File: config.mk
export PLATFORM = sky130hd
export DESIGN_NAME = mmul_mac_engine
export DESIGN_NICKNAME = d
export VERILOG_FILES = /design/src/rtl/mmul_mac_engine.sv
export SDC_FILE = /design/constraint.sdc
export NUM_CORES = 1
export LEC_CHECK = 0
export ABC_CLOCK_PERIOD_IN_PS = 12300
export CAP_MARGIN = 20
export CORE_MARGIN = 3
export CORE_UTILIZATION = 35
export DETAILED_ROUTE_END_ITERATION = 16
export PLACE_DENSITY = 0.61
export SLEW_MARGIN = 20
export SYNTH_ARGS = -nofsm -noshare
export SYNTH_HDL_FRONTEND = slang
export SYNTH_SLANG_ARGS = --single-unit
File: constraint.sdc
create_clock -name clk -period 12.3 [get_ports clk]
set_input_delay 2.46 -clock clk [delete_from_list [all_inputs] [get_ports clk]]
set_output_delay 2.46 -clock clk [all_outputs]
set_load 0.02 [all_outputs]
File: src/rtl/mmul_mac_engine.sv
// mmul_mac_engine: iterative C = A*B through one shared MAC; MMUL_SIGNED_EN selects signed arithmetic
module mmul_mac_engine #(
    parameter int M  = 2,
    parameter int K  = 2,
    parameter int N  = 2,
    parameter int W  = 16,
    parameter int OW = 32
) (
    input  logic              clk,
    input  logic              rst,
    input  logic              start,
    input  logic              enable,
    input  logic [M*K*W-1:0]  A,
    input  logic [K*N*W-1:0]  B,
    output logic [M*N*OW-1:0] C,
    output logic              busy,
    output logic              done
);
    localparam int IW = $clog2(M > 1 ? M : 2);
    localparam int JW = $clog2(N > 1 ? N : 2);
    localparam int KW = $clog2(K > 1 ? K : 2);
    localparam int PW = OW > 2 * W ? OW : 2 * W;

    if (M < 1 || K < 1 || N < 1 || OW < 1) begin : g_bad_params
        $error("mmul_mac_engine: M, K, N and OW must all be >= 1");
    end

    typedef enum logic [1:0] {IDLE, RUN, DONE} state_t;

    state_t              state_q, state_d;
    logic [IW-1:0]       i_q, i_d;
    logic [JW-1:0]       j_q, j_d;
    logic [KW-1:0]       k_q, k_d;
    logic [OW-1:0]       acc_q, acc_d, pe;
    logic [M*K*W-1:0]    a_q, a_d;
    logic [K*N*W-1:0]    b_q, b_d;
    logic [M*N*OW-1:0]   c_q, c_d;
    logic [W-1:0]        ae, be;
    logic [PW-1:0]       px;

    // Fetch the current operand pair and form the full product, extended then fitted to OW
    always_comb begin
        ae = a_q[W*(int'(i_q)*K+int'(k_q)) +: W];
        be = b_q[W*(int'(k_q)*N+int'(j_q)) +: W];
`ifdef MMUL_SIGNED_EN
        px = PW'($signed(ae)) * PW'($signed(be));
`else
        px = PW'(ae) * PW'(be);
`endif
        pe = px[OW-1:0];
    end

    // Next-state: accept in IDLE, one MAC per enabled RUN edge, single-cycle DONE
    always_comb begin
        state_d = state_q;
        i_d     = i_q;
        j_d     = j_q;
        k_d     = k_q;
        acc_d   = acc_q;
        a_d     = a_q;
        b_d     = b_q;
        c_d     = c_q;
        if (state_q == IDLE && start) begin
            a_d     = A;
            b_d     = B;
            c_d     = '0;
            i_d     = '0;
            j_d     = '0;
            k_d     = '0;
            acc_d   = '0;
            state_d = RUN;
        end else if (state_q == RUN && enable) begin
            if (k_q != KW'(K - 1)) begin
                acc_d = acc_q + pe;
                k_d   = k_q + KW'(1);
            end else begin
                c_d[OW*(int'(i_q)*N+int'(j_q)) +: OW] = acc_q + pe;
                acc_d = '0;
                k_d   = '0;
                j_d   = j_q == JW'(N - 1) ? '0 : j_q + JW'(1);
                if (j_q == JW'(N - 1)) begin
                    i_d     = i_q == IW'(M - 1) ? '0 : i_q + IW'(1);
                    state_d = i_q == IW'(M - 1) ? DONE : RUN;
                end
            end
        end else if (state_q == DONE) begin
            state_d = IDLE;
        end
    end

    // State, counters, accumulator, operand latches and result register
    always_ff @(posedge clk or posedge rst) begin
        if (rst) begin
            state_q <= IDLE;
            i_q     <= '0;
            j_q     <= '0;
            k_q     <= '0;
            acc_q   <= '0;
            a_q     <= '0;
            b_q     <= '0;
            c_q     <= '0;
        end else begin
            state_q <= state_d;
            i_q     <= i_d;
            j_q     <= j_d;
            k_q     <= k_d;
            acc_q   <= acc_d;
            a_q     <= a_d;
            b_q     <= b_d;
            c_q     <= c_d;
        end
    end

    assign C    = c_q;
    assign busy = state_q == RUN;
    assign done = state_q == DONE;
endmodule
==> impl_metrics.env, run 1 <==
export IMPL_antenna_cell_count=0
export IMPL_grt_total_usage_pct=18.57
export IMPL_remaining_drc_errors=0
export IMPL_antenna_found_initial=0
export IMPL_number_of_synthesized_flops_with_an_enable_pin=0
export IMPL_drt_iter0_markers=883
export IMPL_design_final_nets=2691
export IMPL_gp_congestion=0.8770
export IMPL_postRouteAntennaNets=0
export IMPL_dominantRegCellSynth="sky130_fd_sc_hd__dfrtp_1"
export IMPL_dpl_cell_area_um2=24640
export IMPL_register_area_um2=7333
export IMPL_layout_drive_gt1_share_pct=11.51
export IMPL_worstPathRequired_ns=12.69
export IMPL_rsz0062_at_grt="no"
export IMPL_measured_slew_at_the_worst_slew_check_pin_ns=1.103
export IMPL_place_port_buffers=261
export IMPL_fillers=5602
export IMPL_max_cap_violations=0
export IMPL_timing_critical_path_to_type="register"
export IMPL_fmax_mhz=127.8
export IMPL_grt_max_degree=168
export IMPL_dpl_hpwl_um=45420
export IMPL_clock_tree_from_tritoncts="built"
export IMPL_placement_setup_worst_slack_ns=4.549
export IMPL_status="finished, final reports clean"
export IMPL_multiInputGateArea_um2=12260
export IMPL_synth_cell_type_count=61
export IMPL_vias_per_cell=5.057
export IMPL_post_route_period_util_pct=63.60
export IMPL_critical_setup_path_kind="reg -> reg"
export IMPL_layout_cells_non_filler=3024
export IMPL_post_synth_inst_count=2014
export IMPL_top_level_ports=262
export IMPL_synth_avg_cell_area_um2=10.57
export IMPL_root_buffer="sky130_fd_sc_hd__clkbuf_16"
export IMPL_min_period_ns=7.823
export IMPL_ctsLongestPathBuffers=3
export IMPL_total_of_endpoints_with_negative_setup_slack_in_the_final_report=0
export IMPL_min_path_type="reg -> reg"
export IMPL_synth_ff_latch_count=293
export IMPL_area_growth_syn_to_layout_pct=21.26
export IMPL_synth_yosys_seq_area_share_pct=34.44
export IMPL_htreeDepth=2
export IMPL_largest_family_of_logic_cells_by_synthesized_area="adder cells"
export IMPL_cts_inserted_buffers=35
export IMPL_post_cts_setup_buffers=0
export IMPL_drt_pre_antenna_iters=4
export IMPL_crit_arrival_ns=8.21
export IMPL_dieWidth_um=252.6
export IMPL_clock_insertion_delay_worst_skew_ns=0.54
export IMPL_dr_total_vias=15290
export IMPL_number_of_global_route_vias_before_repair=16680
export IMPL_synth_yosys_warnings=0
export IMPL_slew_headroom_pct=25.71
export IMPL_nets_in_the_synthesized_netlist=2475
export IMPL_worst_r2r_setup_slack_ns=4.48
export IMPL_grt_first_pass_wirelength_um=93120
export IMPL_start_util_pct=35.74
export IMPL_rows=89
export IMPL_ys_async_sr_fraction_pct=100.0
export IMPL_number_of_sinks_handled_by_clock_tree_synthesis=293
export IMPL_post_placement_cell_count=2965
export IMPL_grt_overflow_total=0
export IMPL_post_synth_mux_area_share_pct=10.22
export IMPL_ctsHoldBuffers=0
export IMPL_finClkSkew_ns=0.01446
export IMPL_post_cts_resized=0
export IMPL_post_drt_wl_per_cell_um=19.50
export IMPL_synth_compound_gate_area_share_pct=9.620
export IMPL_synth_fa_ha_area_share_pct=27.27
export IMPL_synth_xor_area_share_pct=1.070
export IMPL_final_hold_viols=0
export IMPL_postRouteWirelength_um=58970
export IMPL_synth_area_um2=21290
export IMPL_fin_area_um2=25820
export IMPL_synth_simple_area_share_pct=9.226
export IMPL_floorplan_die_height_um=252.6
export IMPL_final_critical_path_setup_slack_ns=4.477
export IMPL_worst_path_max_fanout=31
export IMPL_fin_setup_tns_ns=0
export IMPL_slew_violations=0
export IMPL_fp_coreArea_um2=59580
export IMPL_die_area_um2=63830
export IMPL_kind_of_start_point_of_the_critical_path="register"
export IMPL_clk_slew_on_worst_s_h_paths_ns=0.06
cell type report:
class                      instances  area share (%)
clock inverter                    10          0.5331
inverter                         357           5.219
timing repair buffer             278           10.74
multi-input combinational       1265           47.47
sequential                       293           28.40
clock buffer                      48           3.891
tap                              773           3.746
cells in the final DEF, fill, tap and decap left out, types with 15 or more instances in the layout:
cell	netlist	layout
sky130_fd_sc_hd__clkdlybuf4s50_1	0	261
sky130_fd_sc_hd__and2_1	41	41
sky130_fd_sc_hd__o21a_1	16	16
sky130_fd_sc_hd__a21oi_1	30	29
sky130_fd_sc_hd__inv_1	357	356
sky130_fd_sc_hd__o21ai_0	63	62
sky130_fd_sc_hd__nand2_1	234	234
sky130_fd_sc_hd__nand3_1	18	18
sky130_fd_sc_hd__fa_1	225	225
sky130_fd_sc_hd__ha_1	104	104
sky130_fd_sc_hd__mux2_2	145	145
sky130_fd_sc_hd__buf_4	0	15
sky130_fd_sc_hd__xnor2_1	20	20
sky130_fd_sc_hd__mux4_2	17	17
sky130_fd_sc_hd__clkbuf_16	0	35
sky130_fd_sc_hd__dfrtp_1	293	292
sky130_fd_sc_hd__mux2i_1	16	16
sky130_fd_sc_hd__a22o_1	107	107
sky130_fd_sc_hd__nor2_1	103	103
critical path: stages (launching register included):
cell                      delay (ns)
sky130_fd_sc_hd__dfrtp_1        0.32
sky130_fd_sc_hd__buf_4          0.40
sky130_fd_sc_hd__mux2_2         0.40
sky130_fd_sc_hd__o21ai_0        0.86
sky130_fd_sc_hd__nor2_1         0.20
sky130_fd_sc_hd__fa_1           0.59
sky130_fd_sc_hd__inv_1          0.05
sky130_fd_sc_hd__fa_1           0.45
sky130_fd_sc_hd__fa_1           0.51
sky130_fd_sc_hd__inv_1          0.05
sky130_fd_sc_hd__fa_1           0.49
sky130_fd_sc_hd__fa_1           0.49
sky130_fd_sc_hd__inv_1          0.05
sky130_fd_sc_hd__fa_1           0.47
sky130_fd_sc_hd__inv_1          0.04
sky130_fd_sc_hd__ha_1           0.42
sky130_fd_sc_hd__a21o_1         0.23
sky130_fd_sc_hd__a21o_1         0.16
sky130_fd_sc_hd__a221o_1        0.35
sky130_fd_sc_hd__o21ai_0        0.31
sky130_fd_sc_hd__a21oi_2        0.20
sky130_fd_sc_hd__xnor2_1        0.41
sky130_fd_sc_hd__o21ai_0        0.17
state kept, by name, indices dropped and copies added, names as in the netlist:
signal / flops
b_q: 64
a_q: 64
acc_q: 32
C: 128
state_q: 2
j_q: 1
k_q: 1
i_q: 1
synthesized netlist by cell type (all sizes together), types with 9 or more instances:
| library cell | n | area (um2) |
|---|---|---|
| mux2 | 145 | 1633 |
| and2 | 42 | 265.3 |
| nand4 | 9 | 56.30 |
| mux4 | 17 | 382.9 |
| nand3 | 18 | 90.09 |
| o21a | 16 | 120.1 |
| nor2 | 103 | 386.6 |
| xnor2 | 20 | 175.2 |
| a22o | 110 | 967.2 |
| buf | 21 | 103.9 |
| inv | 357 | 1340 |
| mux2i | 16 | 160.2 |
| nand2 | 234 | 878.3 |
| clkbuf | 78 | 294.0 |
| a21oi | 33 | 176.4 |
| nor2b | 9 | 56.30 |
| o21ai | 75 | 375.4 |
| dfrtp | 293 | 7332 |
| fa | 225 | 4504 |
| ha | 104 | 1301 |
metrics by stage:
| step | utilization [%] | hold WS (ns) |
|---|---|---|
| 3_5_place_dp | 41.36 | 0.4734 |
| 4_1_cts | 43.28 | 0.4859 |
| 5_1_grt | 43.34 | 0.5065 |
| 2_1_floorplan | - | 0.4485 |
| 6_report | 43.34 | 0.4835 |
| 3_3_place_gp | 41.36 | 0.4658 |
path summary, 6_finish.rpt:
kind	startpoint	endpoint	cells after the start
max in group asynchronous	rst	acc_q[2]$_DFFE_PP0P_	3
worst min register to register	C[2]$_DFFE_PP0P_	C[2]$_DFFE_PP0P_	2
worst min-delay path	C[2]$_DFFE_PP0P_	C[2]$_DFFE_PP0P_	2
worst max register to register	i_q$_DFFE_PP0P_	C[88]$_DFFE_PP0P_	22
worst max-delay path	i_q$_DFFE_PP0P_	C[88]$_DFFE_PP0P_	22
min in group asynchronous	rst	b_q[48]$_DFFE_PP0P_	2
cells by family (layout without fill, tap and decap cells):
logic type,count (synthesis),after routing
muxes,178,178
DFF,293,293
buffers and inverters,456,693
and+or+nand+nor,448,448
adders and majority gates,329,329
xor gates and xnor gates,26,26
AOI/OAI and AO/OA,284,284
metal layers:
layer / up-vias / global-route usage [%] / wire, um
met2: 326 / 34.50 / 31930
met3: 67 / 2.562 / 2363
met1: 7971 / 22.75 / 23500
li1: 6929 / - / -
met5: - / 0 / 0
met4: 0 / 4.433 / 1179
Power of run 1 is left out: the tool's default activity adds up to more than one toggle a clock period on the data nets, which glitch-free logic cannot reach.
==> run 2: changes to the inputs <==
--- a/config.mk
+++ b/config.mk
@@ -5,12 +5,12 @@
 export SDC_FILE = /design/constraint.sdc
 export NUM_CORES = 1
 export LEC_CHECK = 0
-export ABC_CLOCK_PERIOD_IN_PS = 12300
+export ABC_CLOCK_PERIOD_IN_PS = 6960
 export CAP_MARGIN = 20
 export CORE_MARGIN = 3
 export CORE_UTILIZATION = 35
 export DETAILED_ROUTE_END_ITERATION = 16
-export PLACE_DENSITY = 0.61
+export PLACE_DENSITY = 0.63
 export SLEW_MARGIN = 20
 export SYNTH_ARGS = -nofsm -noshare
 export SYNTH_HDL_FRONTEND = slang
==> constraint.sdc (replaced) <==
create_clock -name clk -period 6.96 [get_ports clk]
set_input_delay 1.392 -clock clk [delete_from_list [all_inputs] [get_ports clk]]
set_output_delay 1.392 -clock clk [all_outputs]
set_load 0.02 [all_outputs]
==> run 2 against run 1 <==
Utilization rose by 1.6 points. Flip-flop and latch count did not move. Global-route usage rose by 0.81 points. Cell count rose by 3.0%. Design area rose by 3.8%. Via count rose by 3.5%. Register-to-register slack got worse by 4.3 ns. Count of clock-buffer cells in the layout did not move. Non-clock buffer count rose by 88. Critical path type unchanged. Largest cell class unchanged.
==> impl_metrics.env, run 2 (synthesis gave the netlist of run 1 again) <==
export IMPL_rows=89
export IMPL_top_level_ports=262
export IMPL_most_common_cell_type_on_the_critical_path="sky130_fd_sc_hd__fa_1"
export IMPL_status="finished, final reports clean"
export IMPL_slowest_delay_ns=0.54
export IMPL_kind_of_start_point_of_the_critical_path="register"
export IMPL_gp_congestion=0.9288
export IMPL_fp_coreArea_um2=59580
export IMPL_postRouteAntennaNets=0
export IMPL_antenna_cell_count=0
export IMPL_grt_overflow_total=0
export IMPL_fillers=5475
export IMPL_crit_path_cell_trace="buf_4, buf_12, mux4_2, buf_12, buf_4, nand2_1, fa_1, fa_1, fa_1, fa_1, inv_1, fa_1, inv_1, fa_1, inv_1, ha_2, a21o_1, o2bb2ai_1, or3_1, o221ai_2, a31oi_2, xnor2_1, buf_4, o21ai_0"
export IMPL_met2WireLength_um=32980
export IMPL_placement_setup_worst_slack_ns=-0.07446
export IMPL_min_period_ns=6.752
export IMPL_die_area_um2=63830
export IMPL_top_signal_layer_used="met4"
export IMPL_cts_inserted_buffers=34
export IMPL_drt_iter0_markers=1005
export IMPL_antenna_found_initial=0
export IMPL_fmax_mhz=148.1
export IMPL_min_path_type="reg -> reg"
export IMPL_finClkSkew_ns=0.02676
export IMPL_final_critical_path_setup_slack_ns=0.2078
export IMPL_crit_arrival_ns=7.19
export IMPL_start_util_pct=35.74
export IMPL_worstPathRequired_ns=7.39
export IMPL_post_route_period_util_pct=97.01
export IMPL_final_util_pct=44.97
export IMPL_clk_slew_on_worst_s_h_paths_ns=0.06
export IMPL_register_area_um2=7338
export IMPL_dr_total_vias=15830
export IMPL_root_buffer="sky130_fd_sc_hd__clkbuf_16"
export IMPL_critical_path_top_delay_family="adder cells"
export IMPL_vias_per_cell=5.083
export IMPL_number_of_sinks_handled_by_clock_tree_synthesis=293
export IMPL_max_cap_violations=0
export IMPL_slew_headroom_pct=28.39
export IMPL_post_drt_wl_per_cell_um=20.02
export IMPL_worst_path_max_fanout=21
export IMPL_most_common_cell_after_layout_fill_and_taps_aside="sky130_fd_sc_hd__inv_1"
export IMPL_met3WireLength_um=2745
export IMPL_critical_setup_path_kind="reg -> reg"
export IMPL_number_of_global_route_vias_before_repair=16860
export IMPL_grt_max_degree=165
export IMPL_bufs_and_invs_on_worst_path=8
export IMPL_grt_first_pass_wirelength_um=96320
export IMPL_measured_slew_at_the_worst_slew_check_pin_ns=1.070
export IMPL_multiInputGateArea_um2=12410
export IMPL_clock_insertion_delay_worst_skew_ns=0.56
export IMPL_mostFrequentLayoutCells="sky130_fd_sc_hd__inv_1, sky130_fd_sc_hd__dfrtp_1, sky130_fd_sc_hd__clkdlybuf4s50_1, sky130_fd_sc_hd__nand2_1, sky130_fd_sc_hd__fa_1"
export IMPL_design_final_nets=2778
export IMPL_dpl_hpwl_um=47780
export IMPL_place_port_buffers=261
export IMPL_max_reg_flops=128
export IMPL_dieWidth_um=252.6
export IMPL_total_of_endpoints_with_negative_setup_slack_in_the_final_report=0
export IMPL_slew_violations=0
export IMPL_ctsLongestPathBuffers=3
export IMPL_timing_critical_path_slowest_stage_cell="sky130_fd_sc_hd__fa_1"
export IMPL_m1WireLength_um=24770
export IMPL_final_hold_viols=0
export IMPL_layout_drive_gt1_share_pct=15.93
export IMPL_htreeDepth=2
export IMPL_area_growth_syn_to_layout_pct=25.82
export IMPL_remaining_drc_errors=0
export IMPL_timing_critical_path_to_type="register"
export IMPL_drt_pre_antenna_iters=5
export IMPL_floorplan_die_height_um=252.6
export IMPL_clock_tree_from_tritoncts="built"
export IMPL_postRouteWirelength_um=62350
export IMPL_grt_total_usage_pct=19.39
==> run 2: cell type report <==
| class | count | share of cell area, % |
|---|---|---|
| Multi-Input combinational cell | 1265 | 46.32 |
| Sequential cell | 293 | 27.39 |
| Timing Repair Buffer | 366 | 13.18 |
| Inverter | 357 | 5.016 |
| Clock buffer | 48 | 3.676 |
| Tap cell | 773 | 3.610 |
| Clock inverter | 12 | 0.7987 |
==> run 2: what timing repair did <==
action | CTS | global route
setup endpoints to repair | 14 | 91
gates resized for setup | 2 | 40
hold buffers | 0 | 0
pin swaps | 1 | 5
setup buffers | 1 | 21
cloned | 0 | 1
==> run 2: stage by stage <==
step | TNS, ns | hold slack, ns | instance area, um2 | cells
floorplan | 0 | 0.4485 | 21300 | 2014
global placement | -0.1892 | 0.4653 | 25200 | 3031
detailed placement | -0.2905 | 0.4704 | 25200 | 3031
CTS | 0 | 0.4836 | 26430 | 3092
global route | -0.1655 | 0.5048 | 26790 | 3114
finish | 0 | 0.4812 | 26790 | 3114
==> run 2: final timing paths <==
path / start / end / slack, ns / depth (start not counted)
max: k_q$_DFFE_PP0P_ / C[26]$_DFFE_PP0P_ / 0.21 / 24
min: C[117]$_DFFE_PP0P_ / C[117]$_DFFE_PP0P_ / 0.48 / 2
max reg2reg: k_q$_DFFE_PP0P_ / C[26]$_DFFE_PP0P_ / 0.21 / 24
min reg2reg: C[117]$_DFFE_PP0P_ / C[117]$_DFFE_PP0P_ / 0.48 / 2
max in group asynchronous: rst / a_q[53]$_DFFE_PP0P_ / 4.07 / 4
min in group asynchronous: rst / acc_q[23]$_DFFE_PP0P_ / 1.40 / 3
==> run 2: layer usage <==
layer / up-vias / track usage (%)
li1: 7105 / -
met1: 8236 / 24.15
met2: 388 / 35.15
met3: 101 / 2.511
met4: 0 / 5.735
met5: - / 0
==> run 2: tightest hold or removal path, stage by stage (launching register included) <==
cell and delay [ns]:
sky130_fd_sc_hd__dfrtp_1 0.34, sky130_fd_sc_hd__nand2_1 0.04, sky130_fd_sc_hd__o21ai_0 0.06
Power of run 2 is left out for the same reason.
==> run 3: changes to the inputs <==
--- a/config.mk
+++ b/config.mk
@@ -7,10 +7,9 @@
 export LEC_CHECK = 0
 export ABC_CLOCK_PERIOD_IN_PS = 6960
 export CAP_MARGIN = 20
-export CORE_MARGIN = 3
-export CORE_UTILIZATION = 35
+export CORE_UTILIZATION = 52
 export DETAILED_ROUTE_END_ITERATION = 16
-export PLACE_DENSITY = 0.63
+export PLACE_DENSITY = 0.85
 export SLEW_MARGIN = 20
 export SYNTH_ARGS = -nofsm -noshare
 export SYNTH_HDL_FRONTEND = slang
==> run 3 against run 2 <==
Design area shrank 2.6%. Via count grew 1.9%. Clock skew shrank 0.0013 ns. Largest cell class unchanged. Register-to-register slack lost 0.06 ns.
==> impl_metrics.env, run 3 (synthesis gave the netlist of run 1 again) <==
export IMPL_final_util_pct=65.06
export IMPL_area_growth_syn_to_layout_pct=22.53
export IMPL_place_port_buffers=261
export IMPL_die_area_um2=41760
export IMPL_most_common_cell_after_layout_fill_and_taps_aside="sky130_fd_sc_hd__inv_1"
export IMPL_antenna_found_initial=0
export IMPL_worst_r2r_setup_slack_ns=0.15
export IMPL_finClkSkew_ns=0.02542
export IMPL_grt_overflow_total=0
export IMPL_slowest_delay_ns=0.56
export IMPL_top_level_ports=262
export IMPL_design_final_nets=2754
export IMPL_remaining_drc_errors=0
export IMPL_dieWidth_um=204.4
export IMPL_mostFrequentLayoutCells="sky130_fd_sc_hd__inv_1, sky130_fd_sc_hd__dfrtp_1, sky130_fd_sc_hd__clkdlybuf4s50_1, sky130_fd_sc_hd__nand2_1, sky130_fd_sc_hd__fa_1"
export IMPL_drt_iter0_markers=1102
export IMPL_ctsLongestPathBuffers=3
export IMPL_clk_slew_on_worst_s_h_paths_ns=0.06
export IMPL_kind_of_start_point_of_the_critical_path="register"
export IMPL_max_cap_violations=0
export IMPL_critical_setup_path_kind="reg -> reg"
export IMPL_drt_pre_antenna_iters=5
export IMPL_min_path_type="reg -> reg"
export IMPL_status="finished, final reports clean"
export IMPL_root_buffer="sky130_fd_sc_hd__clkbuf_16"
export IMPL_floorplan_die_height_um=204.4
export IMPL_grt_max_degree=159
export IMPL_cts_inserted_buffers=34
export IMPL_post_drt_wl_per_cell_um=19.87
export IMPL_layout_cells_non_filler=2839
export IMPL_dpl_hpwl_um=43380
export IMPL_min_period_ns=6.810
export IMPL_fin_setup_tns_ns=0
export IMPL_antenna_cell_count=0
export IMPL_rsz0062_at_grt="yes"
export IMPL_timing_critical_path_to_type="register"
export IMPL_total_of_endpoints_with_negative_setup_slack_in_the_final_report=0
export IMPL_final_hold_viols=0
export IMPL_timing_critical_path_slowest_stage_cell="sky130_fd_sc_hd__fa_1"
export IMPL_fp_coreArea_um2=40100
export IMPL_slew_headroom_pct=23.99
export IMPL_max_reg_flops=128
export IMPL_slew_violations=0
export IMPL_gp_congestion=0.9699
export IMPL_crit_arrival_ns=7.25
export IMPL_post_route_period_util_pct=97.85
export IMPL_clock_tree_from_tritoncts="built"
export IMPL_htreeDepth=2
export IMPL_rows=73
export IMPL_postRouteAntennaNets=0
export IMPL_grt_first_pass_wirelength_um=88920
export IMPL_measured_slew_at_the_worst_slew_check_pin_ns=1.140
export IMPL_number_of_global_route_vias_before_repair=16690
export IMPL_dr_total_vias=16130
export IMPL_fillers=2917
export IMPL_fmax_mhz=146.8
export IMPL_start_util_pct=53.10
export IMPL_most_common_cell_type_on_the_critical_path="sky130_fd_sc_hd__fa_1"
export IMPL_vias_per_cell=5.680
export IMPL_layout_drive_gt1_share_pct=14.61
export IMPL_post_placement_cell_count=2769
export IMPL_grt_total_usage_pct=27.38
export IMPL_worstPathRequired_ns=7.40
export IMPL_clock_insertion_delay_worst_skew_ns=0.54
export IMPL_number_of_sinks_handled_by_clock_tree_synthesis=293
export IMPL_crit_path_cell_trace="buf_12, mux2_2, o21ai_2, buf_4, nor2_1, fa_1, inv_1, fa_1, fa_1, fa_1, inv_1, fa_1, inv_1, fa_1, inv_1, ha_2, a21o_1, o2bb2ai_1, or3_1, o221ai_2, a31oi_1, xnor2_1, buf_4, o21ai_0"
export IMPL_postRouteWirelength_um=56410
export IMPL_worst_path_max_fanout=15
-- run 3: cell count changes in the layout (fill, tap and decap cells not counted), sizes merged --
cell / before / now
buf: 104 / 80
bufinv: 5 / 1
clkinv: 3 / 7
clkbuf: 49 / 47
clkinvlp: 2 / 1
-- run 3: repair_timing --
item,CTS,global route
gates cloned,0,2
gates resized for setup,2,30
endpoints found under the setup margin,6,100
hold buffers,0,0
setup buffers,4,7
endpoints found under the hold margin,0,0
-- run 3: worst max-delay path, delay by kind of cell (launching register included) --
kind / cells / cell delay [ns]
compound gates: 6 / 1.24
buf+inv: 7 / 0.76
fa+ha+maj: 7 / 3.28
flops: 1 / 0.43
mux: 1 / 0.35
xor+xnor: 1 / 0.16
simple gates: 2 / 0.43
-- run 3: path summary, 6_finish.rpt --
path	start	cells past startpoint	to
hold reg to reg	acc_q[30]$_DFFE_PP0P_	2	acc_q[30]$_DFFE_PP0P_
setup / recovery	j_q$_DFFE_PP0P_	24	C[26]$_DFFE_PP0P_
hold / removal	acc_q[30]$_DFFE_PP0P_	2	acc_q[30]$_DFFE_PP0P_
min in group asynchronous	rst	3	C[89]$_DFFE_PP0P_
setup reg to reg	j_q$_DFFE_PP0P_	24	C[26]$_DFFE_PP0P_
max in group asynchronous	rst	3	k_q$_DFFE_PP0P_
-- run 3: area by class of cell --
class	instances	area [um2]	area share, %
repair buffers	342	3323	12.74
clock inverters	11	113.9	0.4364
multi-input cells	1265	12370	47.41
clock buffers	46	945.9	3.626
well taps	525	656.9	2.518
inverters	357	1344	5.151
flip-flops and latches	293	7337	28.12
-- run 3: stage by stage --
stage | hold WS (ns) | instance area, um2 | setup WS (ns)
finish | 0.4807 | 26090 | 0.1496
global route | 0.5049 | 26090 | -0.05062
CTS | 0.4876 | 25900 | 0.003201
detailed placement | 0.4746 | 24800 | -0.1002
global placement | 0.4665 | 24800 | 0.03375
floorplan | 0.4485 | 21300 | 0.02134
-- run 3: per-layer routing --
| layer | wire length, um | vias to the layer above | track usage, % |
|---|---|---|---|
| met3 | 3523 | 135 | 4.209 |
| met1 | 22110 | 8266 | 35.54 |
| met2 | 28790 | 653 | 46.27 |
| met5 | 0 | - | 0 |
| li1 | - | 7072 | - |
| met4 | 1989 | 0 | 10.37 |
Power of run 3 is left out for the same reason.
